File: config.mk
export PLATFORM = sky130hd
export DESIGN_NAME = serial_adder_ctrl
export DESIGN_NICKNAME = d
export VERILOG_FILES = /design/src/rtl/serial_adder_ctrl.sv
export SDC_FILE = /design/constraint.sdc
export NUM_CORES = 1
export LEC_CHECK = 0
export CAP_MARGIN = 15
export CORE_MARGIN = 4
export CORE_UTILIZATION = 51
export DETAILED_ROUTE_END_ITERATION = 8
export GPL_TIMING_DRIVEN = 0
export PLACE_DENSITY = 0.79
export SYNTH_ARGS = -nofsm -noshare
export SYNTH_HDL_FRONTEND = slang
export SYNTH_SLANG_ARGS = --single-unit
File: constraint.sdc
create_clock -name clk -period 4.05 [get_ports clk]
set_clock_uncertainty 0.2 [all_clocks]
set_input_delay 0.81 -clock clk [delete_from_list [all_inputs] [get_ports clk]]
set_output_delay 0.81 -clock clk [all_outputs]
set_load 0.02 [all_outputs]
File: src/rtl/serial_adder_ctrl.sv
// Bit-serial add/subtract engine: one full-adder cell, registered carry,
// operands and result exchanged over valid/ready handshakes.
//
// Ports:
//   clk, rst                    clock, synchronous active-high reset
//   in_valid/in_ready           operand handshake (a, b, cin, sub)
//   out_valid/out_ready         result handshake (sum, cout, ovf)
//   busy                        high while in RUN or DONE
//   zero                        result-is-zero flag, present only when
//                               SERIAL_ADDER_ZERO_FLAG_EN is defined
module serial_adder_ctrl #(
    parameter int WIDTH = 8
) (
    input  logic             clk,
    input  logic             rst,
    input  logic             in_valid,
    output logic             in_ready,
    input  logic [WIDTH-1:0] a,
    input  logic [WIDTH-1:0] b,
    input  logic             cin,
    input  logic             sub,
    output logic             out_valid,
    input  logic             out_ready,
    output logic [WIDTH-1:0] sum,
    output logic             cout,
    output logic             ovf,
`ifdef SERIAL_ADDER_ZERO_FLAG_EN
    output logic             zero,
`endif
    output logic             busy
);

    localparam int CW = $clog2(WIDTH);

    typedef enum logic [1:0] {
        IDLE = 2'd0,
        RUN  = 2'd1,
        DONE = 2'd2
    } state_t;

    state_t           state_q, state_d;
    logic [WIDTH-1:0] rega_q, rega_d;
    logic [WIDTH-1:0] regb_q, regb_d;
    logic [WIDTH-1:0] res_q, res_d;
    logic             carry_q, carry_d;
    logic [CW-1:0]    cnt_q, cnt_d;
    logic [WIDTH-1:0] sum_q, sum_d;
    logic             cout_q, cout_d;
    logic             ovf_q, ovf_d;
    logic             zero_q, zero_d;

    logic             fa_s;
    logic             fa_c;
    logic [WIDTH-1:0] res_next;

    // The single full-adder cell.
    assign fa_s = rega_q[0] ^ regb_q[0] ^ carry_q;
    assign fa_c = (rega_q[0] & regb_q[0])
                | (rega_q[0] & carry_q)
                | (regb_q[0] & carry_q);

    // Result register after shifting in the current sum bit at the MSB.
    assign res_next = {fa_s, res_q[WIDTH-1:1]};

    always_ff @(posedge clk) begin
        if (rst) begin
            state_q <= IDLE;
            rega_q  <= '0;
            regb_q  <= '0;
            res_q   <= '0;
            carry_q <= 1'b0;
            cnt_q   <= '0;
            sum_q   <= '0;
            cout_q  <= 1'b0;
            ovf_q   <= 1'b0;
            zero_q  <= 1'b0;
        end else begin
            state_q <= state_d;
            rega_q  <= rega_d;
            regb_q  <= regb_d;
            res_q   <= res_d;
            carry_q <= carry_d;
            cnt_q   <= cnt_d;
            sum_q   <= sum_d;
            cout_q  <= cout_d;
            ovf_q   <= ovf_d;
            zero_q  <= zero_d;
        end
    end

    always_comb begin
        state_d = state_q;
        rega_d  = rega_q;
        regb_d  = regb_q;
        res_d   = res_q;
        carry_d = carry_q;
        cnt_d   = cnt_q;
        sum_d   = sum_q;
        cout_d  = cout_q;
        ovf_d   = ovf_q;
        zero_d  = zero_q;
        unique case (state_q)
            IDLE: begin
                if (in_valid) begin
                    // Subtraction is a + ~b + 1: invert b, force carry-in.
                    rega_d  = a;
                    regb_d  = sub ? ~b : b;
                    carry_d = sub ? 1'b1 : cin;
                    cnt_d   = '0;
                    state_d = RUN;
                end
            end
            RUN: begin
                res_d   = res_next;
                rega_d  = rega_q >> 1;
                regb_d  = regb_q >> 1;
                carry_d = fa_c;
                cnt_d   = cnt_q + CW'(1);
                if (cnt_q == CW'(WIDTH - 1)) begin
                    // carry_q here is the carry into the MSB.
                    sum_d   = res_next;
                    cout_d  = fa_c;
                    ovf_d   = carry_q ^ fa_c;
                    zero_d  = ~|res_next;
                    state_d = DONE;
                end
            end
            DONE: begin
                if (out_ready) begin
                    state_d = IDLE;
                end
            end
            default: begin
                state_d = IDLE;
            end
        endcase
    end

    assign in_ready  = (state_q == IDLE);
    assign out_valid = (state_q == DONE);
    assign busy      = (state_q == RUN) || (state_q == DONE);
    assign sum       = sum_q;
    assign cout      = cout_q;
    assign ovf       = ovf_q;

`ifdef SERIAL_ADDER_ZERO_FLAG_EN
    assign zero = zero_q;
`else
    logic unused_zero;
    assign unused_zero = zero_q;
`endif

endmodule

# --- After elaboration in Yosys (flattened, before gate mapping) ---
# Index checks and enable logic that the tools add are counted.
totals:
  regBits: 40
  output_inout_bits: 13
  in_bits: 22
classes:
  mux: 14
  reduce_logical: 6
  eq_ne: 6
  bitwise: 9
  n_addsub: 1
op_table:
  columns: ["op", "n"]
  rows:
  - ["case mux 8 bit (2 select lines)", 2]
  - ["2-to-1 mux 8 bit", 3]
  - ["NOT 8 bit", 1]
  - ["2-to-1 mux 2 bit", 3]
  - ["case mux 2 bit (3 select lines)", 1]
  - ["case mux 3 bit (2 select lines)", 1]
  - ["inequality test 2 bit, second input constant", 2]
  - ["AND reduction 2 bit", 2]
  - ["adder 3 x 1 -> 3 bit, second input constant", 1]
  - ["bitwise AND 1 bit", 3]
  - ["equality test 3 bit, second input constant", 1]
  - ["2-to-1 mux 3 bit", 1]
  - ["AND reduction 3 bit", 1]
  - ["XOR 1 bit", 3]
  - ["equality test 2 x 1 -> 1 bit, second input constant", 1]
  - ["equality test 2 bit, second input constant", 1]
  - ["logical NOT 2 bit", 1]
  - ["2-to-1 mux 1 bit", 2]
  - ["inequality test 2 x 1 -> 1 bit, second input constant", 1]
  - ["bitwise OR 1 bit", 2]
  - ["case mux 1 bit (2 select lines)", 1]
  - ["nonzero test 2 bit", 1]
  - ["logical OR 1 bit", 1]

# --- Longest topological paths before layout ---
# Gate-level depths: netlist of run 1.
depth:
  depth_word: 4
  mapped_depth: 7
  depth_no_buf: 5

# --- Worst setup path after synthesis of run 1 ---
# No wires, ideal clock.
synth_timing:
  kind: "in2reg"
  from: "in sub"
  to: "reg carry_q"
  setup_ps: 132
  t_required_ps: 3718
  arrival_ps: 1502
  slack_ps: 2216
  stages: 4
  path_buffers: 1
  path_cell_list: "clkbuf_2 -> or3_1 -> o211ai_1 -> a21oi_1"
synth_between:
  elab_chain_len: 3
synth_lines:
  columns: ["item", "line_no", "rtl"]
  rows:
  - ["from (decl)", "21", "input logic sub,"]
  - ["2-to-1 mux 1 bit", "108", "carry_d = sub ? 1'b1 : cin;"]
  - ["2-to-1 mux 1 bit", "104", "if (in_valid) begin"]
  - ["case mux 1 bit (2 select lines)", "102", "unique case (state_q)"]
  - ["to (signal assigned)", "82", "carry_q <= carry_d;"]
  - ["to (decl)", "45", "logic carry_q, carry_d;"]
# Every way passes these cells. The select of a mux whose other input is x is not followed.
# A chain may end at the register's enable or synchronous reset.

# --- Final worst setup path of run 1 ---
layout_timing:
  from: "reg state_q[1]"
  to: "out in_ready"
layout_between:
  elab_chain_len: 1
layout_lines:
  columns: ["item", "line_no", "rtl"]
  rows:
  - ["from (decl)", "41", "state_t state_q, state_d;"]
  - ["from (signal assigned)", "78", "state_q <= state_d;"]
  - ["logical NOT 2 bit", "139", "assign in_ready = (state_q == IDLE);"]
  - ["to (decl)", "17", "output logic in_ready,"]
# Every way passes these cells.

==> summary.txt, run 1 <==
Setup path
  • Crit path max fanout: 7
  • Startpoint types: flop
  • Crit path capture type: output pin
  • WS Path Type: reg2out
  • Worst R2R Setup Slack: 2.20 ns
  • Crit path required time: 3.04 ns
  • Data arrival, critical path: 1.75 ns

STA
  • RSZ-0062 raised after global routing: no
  • Endpoints failing hold: 0
  • Actual slew at the worst max-slew pin: between 0.4 and 0.5 ns
  • Worst slew margin: 67.53%
  • Crit share post-route: 68.16%
  • Worst hold slack: 0.2502 ns
  • Count of pins over their slew limit: 0
  • Crit path time final: roughly 2.8 ns
  • Setup Viol. Count Final: 0
  • Max Clock Freq: approximately 360 MHz
  • Setup_tns: 0 ns

Clock network
  • CTS Buf Count: 5
  • H-tree levels: 2
  • CTS Sinks: 39
  • CTS tree: done
  • CTS Buffer Depth: 2
  • Post-CTS Setup Bufs: 0
  • CTS Hold Bufs: 0
  • Clock-pin slew on the worst setup and hold paths: 0.11 ns
  • PostCTS Resize Cnt: 0
  • Skew-Pair Late Insertion Delay: 0.34 ns
  • Root Buffer: clkbuf_4

Run status
  • Run status: finished, final reports clean

Power
  • Design Power: 0.8292 mW
  • Worst vdd ir: 303.9 µV
  • Power Density: 368.0 mW/mm²
  • Pleak: 0.8266 nW

Logic synthesis
  • Post-synthesis xor/xnor area fraction: 4.406%
  • Distinct cells, synth: 32
  • Synth Cell Area: 0.001789 mm²
  • EDFF count, synth: 0
  • Syn_nets: 222
  • Syn Inst Count: between 150 and 200
  • Yosys reg bits: 39
  • Synth Area in Compound Gates: 16.29%
  • Largest family of logic cells by synthesized area: compound AO/OA/AOI/OAI gates
  • Simple-Gate Fraction of Synth Area: 15.87%
  • Post-synthesis mux area share: 9.790%
  • Yosys warns: 0
  • Ys async rst share: 0%
  • Synth Flop Type: dfxtp_1
  • Sequential cell area fraction in the yosys report: 43.64%
  • Post-synthesis adder-cell area fraction: 4.615%
  • Avg Synthesized Cell Area: approximately 9.2 µm²

Layout
  • Area delta synth->final: 25.94%
  • Final Util: 67.00%
  • Final #Nets: ~260
  • Commonest non-fill, non-tap cell in the layout: dfxtp_1
  • Share of post-route cells with drive strength above 1: around a tenth
  • # diodes: 0
  • Commonest cells after routing, fill and taps aside: dfxtp_1, clkdlybuf4s50_1, nand2_1
  • Filler cell count in the final layout: 313

Drt
  • Drt initial violations: between 40 and 50
  • DR vias: 1432
  • DRT antenna net count: 0
  • Drt pass-1 iters: 4
  • Via density: 5.114
  • DRT Wirelength: ~3700 µm
  • Drc violations: 0
  • DR WL/cell: roughly 13 µm

Place
  • GPL Wtd Cong: 0.8480
  • DP Wirelength: approximately 2600 µm
  • IO Port Bufs: 32

Floorplanning
  • Core area: 0.003363 mm²
  • I/O pins: 35
  • Die Width: 67.23 µm
  • Overall die height: between 60 and 70 µm
  • Starting Density: 53.20%
  • Die area: 0.004520 mm²
  • Row cnt: 21

Global routing
  • Wire length of the first global-routing pass: 6175 µm
  • Largest net degree at the start of global routing: 13
  • Total grt overflow: 0
  • Initial antenna violation count: 0
  • Vias in the first global route: 1320
  • Tot GR Track Use: 18.39%

Job
  • Max-Cap Viols: 0

Min path
  • Worst hold path class: reg2reg
==> synthesized netlist by cell type, types with 2 or more instances <==
master | count | share of area, %
dfxtp_1 | 39 | 44
nand2_1 | 30 | 6.3
a21oi_1 | 22 | 6.2
mux2i_1 | 16 | 9.0
nor2_1 | 16 | 3.4
nand2b_1 | 9 | 3.1
xor2_1 | 8 | 3.9
o211ai_1 | 7 | 2.9
a211oi_1 | 5 | 2.1
ha_1 | 5 | 3.5
buf_2 | 4 | 1.1
a211oi_2 | 3 | 2.1
buf_6 | 3 | 1.9
clkbuf_1 | 3 | 0.63
inv_1 | 3 | 0.63
a32oi_1 | 2 | 0.98
buf_4 | 2 | 0.84
nand3_1 | 2 | 0.56
or3_1 | 2 | 0.70
==> stage by stage <==
| step | worst slack (ns) | std cells | cell area (µm²) |
|---|---|---|---|
| floorplan | 2.216 | 194 | 1789 |
| global placement | 1.680 | 272 | 2167 |
| detailed placement | 1.696 | 272 | 2167 |
| CTS | 1.276 | 280 | 2253 |
| global route | 1.196 | 280 | 2253 |
| finish | 1.290 | 280 | 2253 |
==> power breakdown <==
group / total [mW] / internal [mW] / switching (mW)
registers: 0.415 / 0.404 / 0.0110
logic: 0.145 / 0.0713 / 0.0737
clock network: 0.269 / 0.146 / 0.123
total: 0.829 / 0.621 / 0.208
==> layer usage <==
layer  share of wire, %  vias to the layer above  track usage, %  routed length, µm
met4                1.3                        0           6.582                 48
li1                   -                      746               -                  -
met1                 48                      654           24.46               1769
met3                3.9                        6           5.491                141
met2                 46                       26           28.22               1699
met5                  0                        -               0                  0
==> cell families (layout without fill, tap and decap cells) <==
family | after synthesis | count (layout)
adders and majority gates | 6 | 6
AOI/OAI and AO/OA | 43 | 43
muxes | 17 | 17
xor gates and xnor gates | 9 | 9
and+or+nand+nor | 64 | 64
DFF | 39 | 39
buffers and inverters | 16 | 56
==> sequential cells by signal, summed over array words and instances, names as in the netlist <==
name	flops
rega_q	8
sum	8
regb_q	8
state_q	2
ovf	1
carry_q	1
res_q	7
cout	1
cnt_q	3
==> worst max-delay path, cell delays in order, from the launching register on <==
cell and delay [ns]:
dfxtp_1 0.35, inv_1 0.08, ha_1 0.31, clkdlybuf4s50_1 0.66
==> path summary, 6_finish.rpt <==
path,startpoint,end,cells after the start
max,state_q[1]$_SDFFE_PP0P_,in_ready,3
min,regb_q[4]$_SDFFE_PP0P_,regb_q[4]$_SDFFE_PP0P_,2
max reg2reg,state_q[1]$_SDFFE_PP0P_,sum[0]$_SDFFE_PP0P_,7
min reg2reg,regb_q[4]$_SDFFE_PP0P_,regb_q[4]$_SDFFE_PP0P_,2
==> area by class of cell <==
class	instances	area, µm²	share of cell area, %
Multi-Input combinational cell	139	912.1	40.48
Sequential cell	39	780.7	34.65
Timing Repair Buffer	32	320.3	14.21
Buffer	13	85.08	3.776
Tap cell	46	57.56	2.554
Clock buffer	6	51.30	2.277
Clock inverter	2	35.03	1.555
Inverter	3	11.26	0.4997
No activity file was read; power rests on OpenSTA's default activity.
==> run 2, diff against run 1 <==
CORE_UTILIZATION = 46   (was 51)
PLACE_DENSITY = 0.75   (was 0.79)
clock period = 2.25 ns   (was 4.05 ns; I/O delays follow)
==> summary.txt, run 2 (same netlist as run 1, synthesis figures left out) <==
Run status
  • Run status: finished, final reports clean

Global routing
  • Wire length of the first global-routing pass: about 6200 µm
  • Total grt overflow: 0
  • Tot GR Track Use: 15.83%
  • GR Util met3: under 10%
  • Largest net degree at the start of global routing: 13
  • Initial antenna violation count: 0
  • Vias in the first global route: 1411
  • Global routing usage on met1: 19.45%
  • Most Crowded Layer GR: met2
  • Met2 Use GR: 25.05%

Power
  • Design Power: 1.604 mW
  • Pleak: 0.8538 nW
  • Sequential share of power: 46.5%
  • Comb power frac: 16.2%
  • Int Pwr: 1.213 mW
  • Worst vdd ir: 431.2 µV
  • Power Density: 700.7 mW/mm²
  • Power share of the clock group: 37.3%
  • Switch Pwr: just under 0.4 mW
  • Switching share of power: between 20% and 30%

Min path
  • Hold path cells: 2
  • Hold Crit Start: regb_q[7]$_SDFFE_PP0P_
  • Worst hold path class: reg2reg
  • Hold path endpoint: regb_q[7]$_SDFFE_PP0P_

Floorplanning
  • Die area: around 0.0050 mm²
  • Overall die height: 70.37 µm
  • I/O pins: 35
  • Row cnt: 22
  • Core area: approximately 0.0037 mm²
  • Starting Density: 48.15%
  • Die Width: 70.37 µm

Drt
  • DRT antenna net count: 0
  • Drt initial violations: between 50 and 60
  • Drc violations: 0
  • DR vias: 1445
  • Drt pass-1 iters: 4
  • DRT Wirelength: 3664 µm
  • Via density: 5.124
  • DR WL/cell: 12.99 µm

Setup path
  • WS Path Type: reg2out
  • Data arrival, critical path: roughly 1.5 ns
  • FF-to-FF Start: state_q[0]$_SDFFE_PP0P_
  • Reg2reg path depth: 6
  • Crit path required time: approximately 1.6 ns
  • Crit path max fanout: 3
  • Crit path capture type: output pin
  • Worst r2r dst: rega_q[7]$_SDFFE_PP0P_
  • Startpoint types: flop
  • Worst Setup SP: state_q[0]$_SDFFE_PP0P_
  • Worst R2R Setup Slack: 0.42 ns

Clock network
  • CTS Hold Bufs: 0
  • Post-CTS Setup Bufs: 0
  • CTS Buffer Depth: 2
  • Skew-Pair Late Insertion Delay: 0.29 ns
  • H-tree levels: 2
  • CTS Buf Count: 5
  • CTS tree: done
  • Clock-pin slew on the worst setup and hold paths: ~0.080 ns
  • Root Buffer: clkbuf_8
  • CTS Sinks: 39

Layout
  • Commonest cells after routing, fill and taps aside: dfxtp_1, nand2_1, clkdlybuf4s50_1
  • # diodes: 0
  • Non-Filler Instances: 282
  • Share of post-route cells with drive strength above 1: about a tenth
  • Final #Nets: 261
  • Area delta synth->final: 27.90%
  • Final Util: 61.58%
  • Commonest non-fill, non-tap cell in the layout: dfxtp_1

Job
  • Max-Cap Viols: 0

STA
  • Endpoints failing hold: 0
  • Setup_tns: 0 ns
  • Worst slew margin: 67.79%
  • Actual slew at the worst max-slew pin: 0.4831 ns
  • Worst hold slack: 0.2481 ns
  • Crit share post-route: 94.70%
  • Count of pins over their slew limit: 0
  • Crit path time final: 2.131 ns
  • Max Clock Freq: roughly 470 MHz
  • Setup Viol. Count Final: 0

Place
  • Inst Count DP: 274
  • DP Wirelength: between 2000 and 3000 µm
  • GPL Wtd Cong: 0.7646
  • IO Port Bufs: 32
==> run 2: cell types whose count changed in the layout (fill, tap and decap cells not counted) <==
cell / delta
clkbuf_4: -5
clkbuf_8: +5
clkdlybuf4s50_1: -2
dlygate4sd2_1: +1
dlymetal6s2s_1: +1
==> run 2: layout make-up <==
class / count / area, µm²
Inverter: 3 / 11.26
Clock buffer: 6 / 82.58
Timing Repair Buffer: 32 / 321.6
Clock inverter: 2 / 35.03
Fill cell: 323 / 1428
Buffer: 13 / 85.08
Multi-Input combinational cell: 139 / 912.1
Sequential cell: 39 / 780.7
Tap cell: 48 / 60.06
==> run 2: power groups by stage <==
stage                     Sequential [mW]  Combinational [mW]  Clock [mW]
after global placement              0.761               0.258           0
after global routing                0.750               0.287       0.635
after detailed placement            0.762               0.260           0
after CTS                           0.746               0.262       0.607
final                               0.746               0.260       0.597
after floorplan                     0.758               0.183           0
==> run 2: worst max path at each step <==
stage | endpoint | slack (ns) | cells past startpoint
global route | out_valid | -0.005 | 3
CTS | busy | 0.02 | 3
finish | out_valid | 0.12 | 3
detailed placement | regb_q[6]$_SDFFE_PP0P_ | 0.26 | 5
floorplan | carry_q$_SDFFE_PP0P_ | 0.51 | 6
global placement | in_ready | 0.24 | 3
==> run 2: routing by layer <==
layer	up-vias	part of all wire, %
met5	-	0
met4	0	1.7
met1	666	47
met2	28	46
li1	746	-
met3	5	5.0
==> run 2: critical path, stage by stage, from the launching register on <==
cell,delay (ns)
dfxtp_1,0.32
inv_1,0.09
ha_1,0.18
clkdlybuf4s50_1,0.60
==> run 2: through the flow <==
step | area [µm²] | worst slack, ns
3_5_place_dp | 2170 | 0.2592
3_3_place_gp | 2170 | 0.2420
2_1_floorplan | 1789 | 0.5079
6_report | 2288 | 0.1193
5_1_grt | 2288 | -0.005342
4_1_cts | 2286 | 0.01924
==> run 2: what timing repair did <==
action	in CTS	in global routing
pin swaps	0	0
setup endpoints to repair	1	1
resized for setup	1	1
endpoints found under the hold margin	0	0
==> run 3, diff against run 2 <==
GPL_TIMING_DRIVEN = not set   (was 0)
==> summary.txt, run 3 (same netlist as run 1, synthesis figures left out) <==
Setup path
  • Levels on crit path: 3
  • Reg2reg path depth: 6
  • Crit path capture type: output pin
  • FF-to-FF Start: state_q[1]$_SDFFE_PP0P_
  • Startpoint types: flop
  • Worst path bufs/invs: 2
  • Crit path max fanout: 3
  • Worst Setup SP: state_q[0]$_SDFFE_PP0P_
  • Worst r2r dst: ovf$_SDFFE_PP0P_
  • Top Family by Delay on Critical Path: buffers and inverters
  • Crit path required time: 1.60 ns
  • WS Path Type: reg2out
  • CP peak stage delay: 0.62 ns
  • Crit path cell chain: inv_1, ha_1, clkdlybuf4s50_1
  • Worst R2R Setup Slack: 0.26 ns
  • Critical path endpoint: out_valid
  • Data arrival, critical path: 1.50 ns
  • Slowest CP cell: clkdlybuf4s50_1

Clock network
  • CTS Buffer Depth: 2
  • Root Buffer: clkbuf_8
  • CTS tree: done
  • Skew-Pair Late Insertion Delay: 0.29 ns
  • CTS Buf Count: 5
  • CTS Sinks: 39
  • Post-CTS Setup Bufs: 0
  • Clock-pin slew on the worst setup and hold paths: 0.07 ns
  • H-tree levels: 2

Run status
  • Run status: finished, final reports clean

Floorplanning
  • Core area: 0.003716 mm²
  • Overall die height: 70.37 µm
  • Row cnt: 22
  • Die area: 0.004951 mm²
  • Die Width: 70.37 µm
  • Starting Density: roughly half
  • I/O pins: 35

Place
  • IO Port Bufs: 34
  • Inst Count DP: around 270
  • GPL Wtd Cong: 0.7760
  • DP Wirelength: 2360 µm

Power
  • Switch Pwr: 0.3782 mW
  • Power Density: 664.6 mW/mm²
  • Worst vdd ir: 364.5 µV
  • Power share of the clock group: between 30% and 40%
  • Switching share of power: 25.00%
  • Design Power: 1.513 mW
  • Comb power frac: 16.8%
  • Sequential share of power: 49.4%
  • Pleak: 0.8349 nW
  • Int Pwr: 1.134 mW

Job
  • Max-Cap Viols: 0

Drt
  • Drc violations: 0
  • DR vias: 1438
  • Drt pass-1 iters: 4
  • DRT Wirelength: roughly 3500 µm
  • DR WL/cell: 12.51 µm
  • DRT antenna net count: 0
  • Drt initial violations: between 60 and 70
  • Via density: 5.191

Global routing
  • Tot GR Track Use: 15.27%
  • Vias in the first global route: 1437
  • Largest net degree at the start of global routing: 40
  • Total grt overflow: 0
  • Wire length of the first global-routing pass: 6085 µm
  • Initial antenna violation count: 0

STA
  • RSZ-0062 raised after global routing: no
  • Crit share post-route: 95.75%
  • Max Clock Freq: 464.2 MHz
  • Worst slew margin: 74.85%
  • Setup_tns: 0 ns
  • Setup Viol. Count Final: 0
  • Actual slew at the worst max-slew pin: approximately 0.38 ns
  • Endpoints failing hold: 0
  • Count of pins over their slew limit: 0
  • Crit path time final: between 2 and 2.5 ns

Layout
  • Share of post-route cells with drive strength above 1: 8.297%
  • # diodes: 0
  • Final #Nets: 256
  • Non-Filler Instances: around 280
  • Commonest cells after routing, fill and taps aside: dfxtp_1, clkdlybuf4s50_1, nand2_1
  • Commonest non-fill, non-tap cell in the layout: dfxtp_1
  • Area delta synth->final: 27.20%

Min path
  • Worst hold path class: reg2reg
==> run 3: cell types whose count changed in the layout (fill, tap and decap cells not counted), moves of 2 or more <==
cell and delta:
clkbuf_1 -2, buf_12 +2, buf_4 +2, buf_6 -3, clkdlybuf4s50_1 +2, buf_2 -4
==> run 3: worst min-delay path by stage <==
stage	startpoint	to	depth (start not counted)
after floorplan	regb_q[6]$_SDFFE_PP0P_	regb_q[6]$_SDFFE_PP0P_	2
after global placement	regb_q[7]$_SDFFE_PP0P_	regb_q[7]$_SDFFE_PP0P_	2
after detailed placement	regb_q[4]$_SDFFE_PP0P_	regb_q[4]$_SDFFE_PP0P_	2
after CTS	regb_q[4]$_SDFFE_PP0P_	regb_q[4]$_SDFFE_PP0P_	2
after global routing	sum[7]$_SDFFE_PP0P_	sum[7]$_SDFFE_PP0P_	2
final	regb_q[1]$_SDFFE_PP0P_	regb_q[1]$_SDFFE_PP0P_	2
==> run 3: power by group through the flow <==
stage	logic [mW]	clock network [mW]	registers, mW
after floorplan	0.183	0	0.758
final	0.254	0.512	0.746
after global placement	0.254	0	0.761
after CTS	0.258	0.520	0.747
after detailed placement	0.257	0	0.762
after global routing	0.281	0.554	0.752
==> run 3: worst register-to-register path: stages, from the launching register on <==
cell      delay [ns]
dfxtp_1         0.33
inv_1           0.08
ha_1            0.36
buf_4           0.26
and2_1          0.38
nor2_1          0.08
a211oi_1        0.21
==> run 3: layout make-up <==
class                           instances  area, µm²
Clock buffer                            8      100.1
Fill cell                             332       1440
Inverter                                3      11.26
Multi-Input combinational cell        139      912.1
Sequential cell                        39      780.7
Tap cell                               48      60.06
Timing Repair Buffer                   40      411.6
==> run 3: layer usage <==
layer	part of all wire [%]	up-vias	global-route usage (%)
met1	46	671	17.71
met5	0	-	0
met4	2.0	0	8.936
met2	46	29	24.74
met3	5.9	7	4.460
li1	-	731	-
==> run 3: timing repair <==
item	in CTS	in global routing
hold buffers	0	0
endpoints found under the hold margin	0	0
setup endpoints to repair	1	1
resized for setup	1	1
==> run 3: through the flow <==
step	worst slack, ns	instance area [µm²]	hold WS, ns	util, %
after floorplan	0.5079	1789	0.2268	-
after global placement	0.2807	2175	0.2355	58.52
after detailed placement	0.2553	2175	0.2419	58.52
after CTS	0.005734	2273	0.2522	61.18
after global routing	0.02347	2276	0.2725	61.25
final	0.09554	2276	0.2510	61.25
